**src/rtl/fifo_wr_arbiter.sv**
```systemverilog
// Round-robin arbiter sharing the async FIFO write port among N_REQ producers.
// Grants one requester per burst of up to BURST_LEN words and stalls on FIFO full.
module fifo_wr_arbiter #(
    parameter int unsigned N_REQ      = 4,
    parameter int unsigned DATA_WIDTH = 32,
    parameter int unsigned BURST_LEN  = 4
) (
    input  logic                        i_clk,
    input  logic                        rst,
    input  logic [N_REQ-1:0]            i_req,
    input  logic [N_REQ*DATA_WIDTH-1:0] i_data,
    input  logic                        i_wfull,
    output logic                        o_wr,
    output logic [DATA_WIDTH-1:0]       o_wdata,
    output logic [N_REQ-1:0]            o_gnt,
    output logic [N_REQ-1:0]            o_ack,
    output logic                        o_busy,
    output logic [15:0]                 o_wcount
);

    localparam int unsigned IDX_W  = $clog2(N_REQ);
    localparam int unsigned BEAT_W = (BURST_LEN > 1) ? $clog2(BURST_LEN) : 1;
    localparam int unsigned CNT_W  = 16;

    typedef enum logic {
        IDLE,
        BURST
    } state_t;

    state_t             state;
    state_t             state_next;
    logic [IDX_W-1:0]   last;
    logic [IDX_W-1:0]   last_next;
    logic [IDX_W-1:0]   owner;
    logic [IDX_W-1:0]   owner_next;
    logic [IDX_W-1:0]   sel_idx;
    logic [IDX_W-1:0]   cand;
    logic               sel_found;
    logic [N_REQ-1:0]   gnt_next;
    logic [BEAT_W-1:0]  beat;
    logic [BEAT_W-1:0]  beat_next;
    logic [CNT_W-1:0]   wcount_next;
    logic               last_beat;

    // First requesting index after the last-granted one, with wrap.
    always_comb begin
        sel_found = 1'b0;
        sel_idx   = '0;
        cand      = '0;
        for (int unsigned off = 1; off <= N_REQ; off++) begin
            cand = IDX_W'((32'(last) + off) % N_REQ);
            if (!sel_found && i_req[cand]) begin
                sel_found = 1'b1;
                sel_idx   = cand;
            end
        end
    end

    assign o_busy    = (state == BURST);
    assign last_beat = (beat == BEAT_W'(BURST_LEN - 1));

    // Next-state logic plus the combinational write-port outputs.
    always_comb begin
        state_next  = state;
        last_next   = last;
        owner_next  = owner;
        gnt_next    = o_gnt;
        beat_next   = beat;
        o_wr        = 1'b0;
        o_ack       = '0;
        o_wdata     = '0;

        if (o_gnt != '0) begin
            o_wdata = i_data[32'(owner)*DATA_WIDTH +: DATA_WIDTH];
        end

        // Reset term keeps the write enable low through an asynchronous reset.
        if (state == BURST) begin
            o_wr = i_req[owner] && !i_wfull && !rst;
        end
        o_ack[owner] = o_wr;
        wcount_next  = o_wcount + CNT_W'(o_wr);

        case (state)
            IDLE: begin
                if (sel_found) begin
                    gnt_next   = N_REQ'(1) << sel_idx;
                    owner_next = sel_idx;
                    beat_next  = '0;
                    state_next = BURST;
                end
            end
            BURST: begin
                if (o_wr) begin
                    beat_next = beat + BEAT_W'(1);
                end
                if (!i_req[owner] || (o_wr && last_beat)) begin
                    last_next  = owner;
                    gnt_next   = '0;
                    state_next = IDLE;
                end
            end
            default: state_next = IDLE;
        endcase
    end

    always_ff @(posedge i_clk or posedge rst) begin
        if (rst) begin
            state    <= IDLE;
            last     <= IDX_W'(N_REQ - 1);
            owner    <= '0;
            o_gnt    <= '0;
            beat     <= '0;
            o_wcount <= '0;
        end else begin
            state    <= state_next;
            last     <= last_next;
            owner    <= owner_next;
            o_gnt    <= gnt_next;
            beat     <= beat_next;
            o_wcount <= wcount_next;
        end
    end

endmodule

```
**config.mk**
```make
export PLATFORM = sky130hd
export DESIGN_NAME = fifo_wr_arbiter
export DESIGN_NICKNAME = d
export VERILOG_FILES = /design/src/rtl/fifo_wr_arbiter.sv
export SDC_FILE = /design/constraint.sdc
export NUM_CORES = 1
export LEC_CHECK = 0
export CORE_MARGIN = 2
export CORE_UTILIZATION = 30
export CTS_CLUSTER_DIAMETER = 100
export DETAILED_ROUTE_END_ITERATION = 6
export PLACE_DENSITY = 0.77
export SLEW_MARGIN = 20
export SYNTH_ARGS = -nofsm -noshare
export SYNTH_HDL_FRONTEND = slang
export SYNTH_SLANG_ARGS = --single-unit
```
**constraint.sdc**
```tcl
create_clock -name i_clk -period 2.2 [get_ports i_clk]
set_clock_uncertainty 0.15 [all_clocks]
set_input_delay 0.44 -clock i_clk [delete_from_list [all_inputs] [get_ports i_clk]]
set_output_delay 0.44 -clock i_clk [all_outputs]
set_load 0.02 [all_outputs]
```
==> results of run 1 <==
==> what timing repair did <==
action,4_1_cts,5_1_grt
setup endpoints to repair,52,54
endpoints found under the hold margin,0,0
buffers inserted,10,5
pin swaps,7,8
cloned,2,0
resized for setup,176,66
==> layout make-up <==
cell class                 count  area [um2]
clock inverter                 1        5.00
fill                         582        2610
timing repair buffer         241        2360
inverter                       4        15.0
sequential                    27         681
clock buffer                   3        41.3
multi-input combinational    156        1770
tap                          102         128
==> state kept, by name (all words and copies together) (netlist names) <==
name      count
beat          2
last          2
o_gnt         4
o_busy        1
owner         2
o_wcount     16
==> Yosys cell counts, drive strengths merged <==
library cell | number | area share (%)
a21oi | 4 | 1.0
and3 | 4 | 1.1
nor4 | 2 | 0.81
a22o | 1 | 0.38
ha | 3 | 1.6
xor2 | 2 | 0.76
a211o | 1 | 0.38
nor2 | 5 | 0.81
mux4 | 33 | 32
nor4b | 1 | 0.38
nand2 | 16 | 2.6
clkbuf | 9 | 1.5
mux2i | 1 | 0.43
nand2b | 1 | 0.27
and4 | 1 | 0.38
o32ai | 1 | 0.38
dfrtp | 25 | 27
or3b | 1 | 0.38
dfstp | 2 | 2.3
or3 | 1 | 0.27
o211ai | 1 | 0.32
nand4 | 9 | 2.4
or2 | 2 | 0.54
nand3 | 7 | 1.5
o31ai | 1 | 0.32
a31o | 1 | 0.38
o21ai | 2 | 0.43
mux2 | 3 | 1.5
inv | 4 | 0.65
nor2b | 34 | 9.2
nor3 | 1 | 0.22
a21o | 1 | 0.32
xnor2 | 12 | 4.5
and3b | 1 | 0.38
nor3b | 2 | 0.65
a22oi | 1 | 0.32
buf | 5 | 1.4
==> per-stage QoR <==
step | instance area, um2 | utilization, % | hold slack [ns]
floorplan | 2330 | - | 0.321
global placement | 4620 | 60.8 | 0.316
detailed placement | 4620 | 60.8 | 0.321
CTS | 4730 | 62.2 | 0.336
global route | 4990 | 65.7 | 0.371
finish | 4990 | 65.7 | 0.343
==> worst max-delay path, stage by stage, from the launching register on <==
cell     delay (ns)
dfrtp_2        0.40
buf_6          0.12
buf_6          0.12
buf_16         0.13
mux4_2         0.51
nor2b_4        0.15
buf_6          0.13
==> power breakdown <==
group	internal [uW]	switching [uW]	leakage [uW]
Sequential	640	146	0.000352
Clock	127	157	0.0000255
Combinational	2700	2310	0.00169
==> routing by layer <==
layer	global-route usage (%)	up-vias	share of wire, %
met2	43.9	124	54
met3	5.92	14	7.3
met5	0	-	0
met4	4.73	0	2.0
met1	27.3	1307	37
li1	-	1225	-
==> kinds of logic after synthesis <==
logic type	Yosys count	synth area share, %
multiplexers	37	34.0
XOR/XNOR	14	5.30
AO/OA/AOI/OAI	14	4.28
flip-flops	27	29.3
buffers and inverters	18	3.52
adder cells (fa/ha/maj)	3	1.62
AND/OR/NAND/NOR	88	21.9
==> final timing paths <==
check | startpoint | end | slack [ns] | depth (start not counted)
setup / recovery | owner[0] | o_wdata[13] | -0.24 | 6
hold reg to reg | o_wcount[15] | o_wcount[15] | 0.34 | 1
hold / removal | rst | owner[0] | 0.34 | 4
min in group i_clk | o_wcount[15] | o_wcount[15] | 0.34 | 1
setup reg to reg | owner[0] | o_wcount[10] | -0.20 | 11
max in group asynchronous | rst | last[1] | 1.25 | 4
==> run summary, run 1 <==
CP Data Required Time: 1.61 ns
Num CTS Buffers: 3
Setup WS pre-CTS: -0.542 ns
Reg clk slew, reported paths: 0.09 ns
Share of post-route cells with drive strength above 1: 38.4%
Clock root buffer: clkbuf_8
Pin count of the biggest net entering global routing: 34
Most common cell after layout, fill and taps aside: clkdlybuf4s50_1
Hpwl dp: 8.06 mm
Crit-path max FO: 7
DRC: 0
Synth Net Count: 339
RSZ-0062 raised after global routing: true
Setup-failing EPs final: 54
Hold Crit Class: in2async
I/O pin count: 193
Vias/cell: 5.00
Initial Util: 30.4%
Synth Instances: 201
Final min period: 2.44 ns
Status: complete, but fails checks
Number of synthesized register bits: 27
CTS Buffer Depth: 2
Cell Area, Synth: 2310 um2
CTS Hold Bufs: 0
Peak supply drop: 0.000829 V
YS warnings: 0
Die width: 91.8 um
Vias post-DR: 2670
Worst setup EP type: primary output
Die height: 91.8 um
Rows: 32
CTS Sinks: 27
Register area share after synthesis: 29.3%
PortBufs: 192
Final WS setup: -0.236 ns
Die area: 8430 um2
Final GP Congestion: 0.825
Rel. slew slack: 77.5%
Max Slew Vio Count: 0
Nets@finish: 571
1st-pass router iterations: 4
WL per Instance: 19.4 um
Final wirelength: 10.4 mm
Final worst-path cycle share: 111%
Setup TNS: -8.21 ns
Failing checks: negative setup slack
Final hold violation count: 0
Crit Path Class: reg2out
Area Overhead vs Synth: 116%
Placed cell count: 515
P_leak: 0.00207 uW
Syn_area_per_cell: 11.5 um2
Total power: 6070 uW
Vias in the first global route: 2784
Initial drt markers: 104
Diodes inserted: 0
Initial antenna violation count: 0
TritonCTS clock tree: built
Commonest cells after routing, fill and taps aside: 153 x clkdlybuf4s50_1, 39 x buf_4, 33 x mux4_2
Worst Tran Pin Value: 0.334 ns
CORE AREA: 7610 um2
Crit path launch type: flip-flop
Clock Latency Late Sink: 0.27 ns
Aggregate global-route resource usage: 23.6%
Final std cells w/o fill: 534
Power Density: 1220 nW/um2
Cell variety after synth: 42
Crit path DAT: 1.85 ns
H-tree Lvls: 1
Antenna viol nets, final: 0
First-pass GRT wire length: 15.6 mm
GRT overflow: 0
Max-cap violations: 0
FMAX: 410 MHz
Power figures use the tool's default switching activity.
==> inputs of run 2 (changes only) <==
- CAP_MARGIN: default -> 20
==> results of run 2 <==
No change in the layout: final DEF, timing and power equal those of run 1.
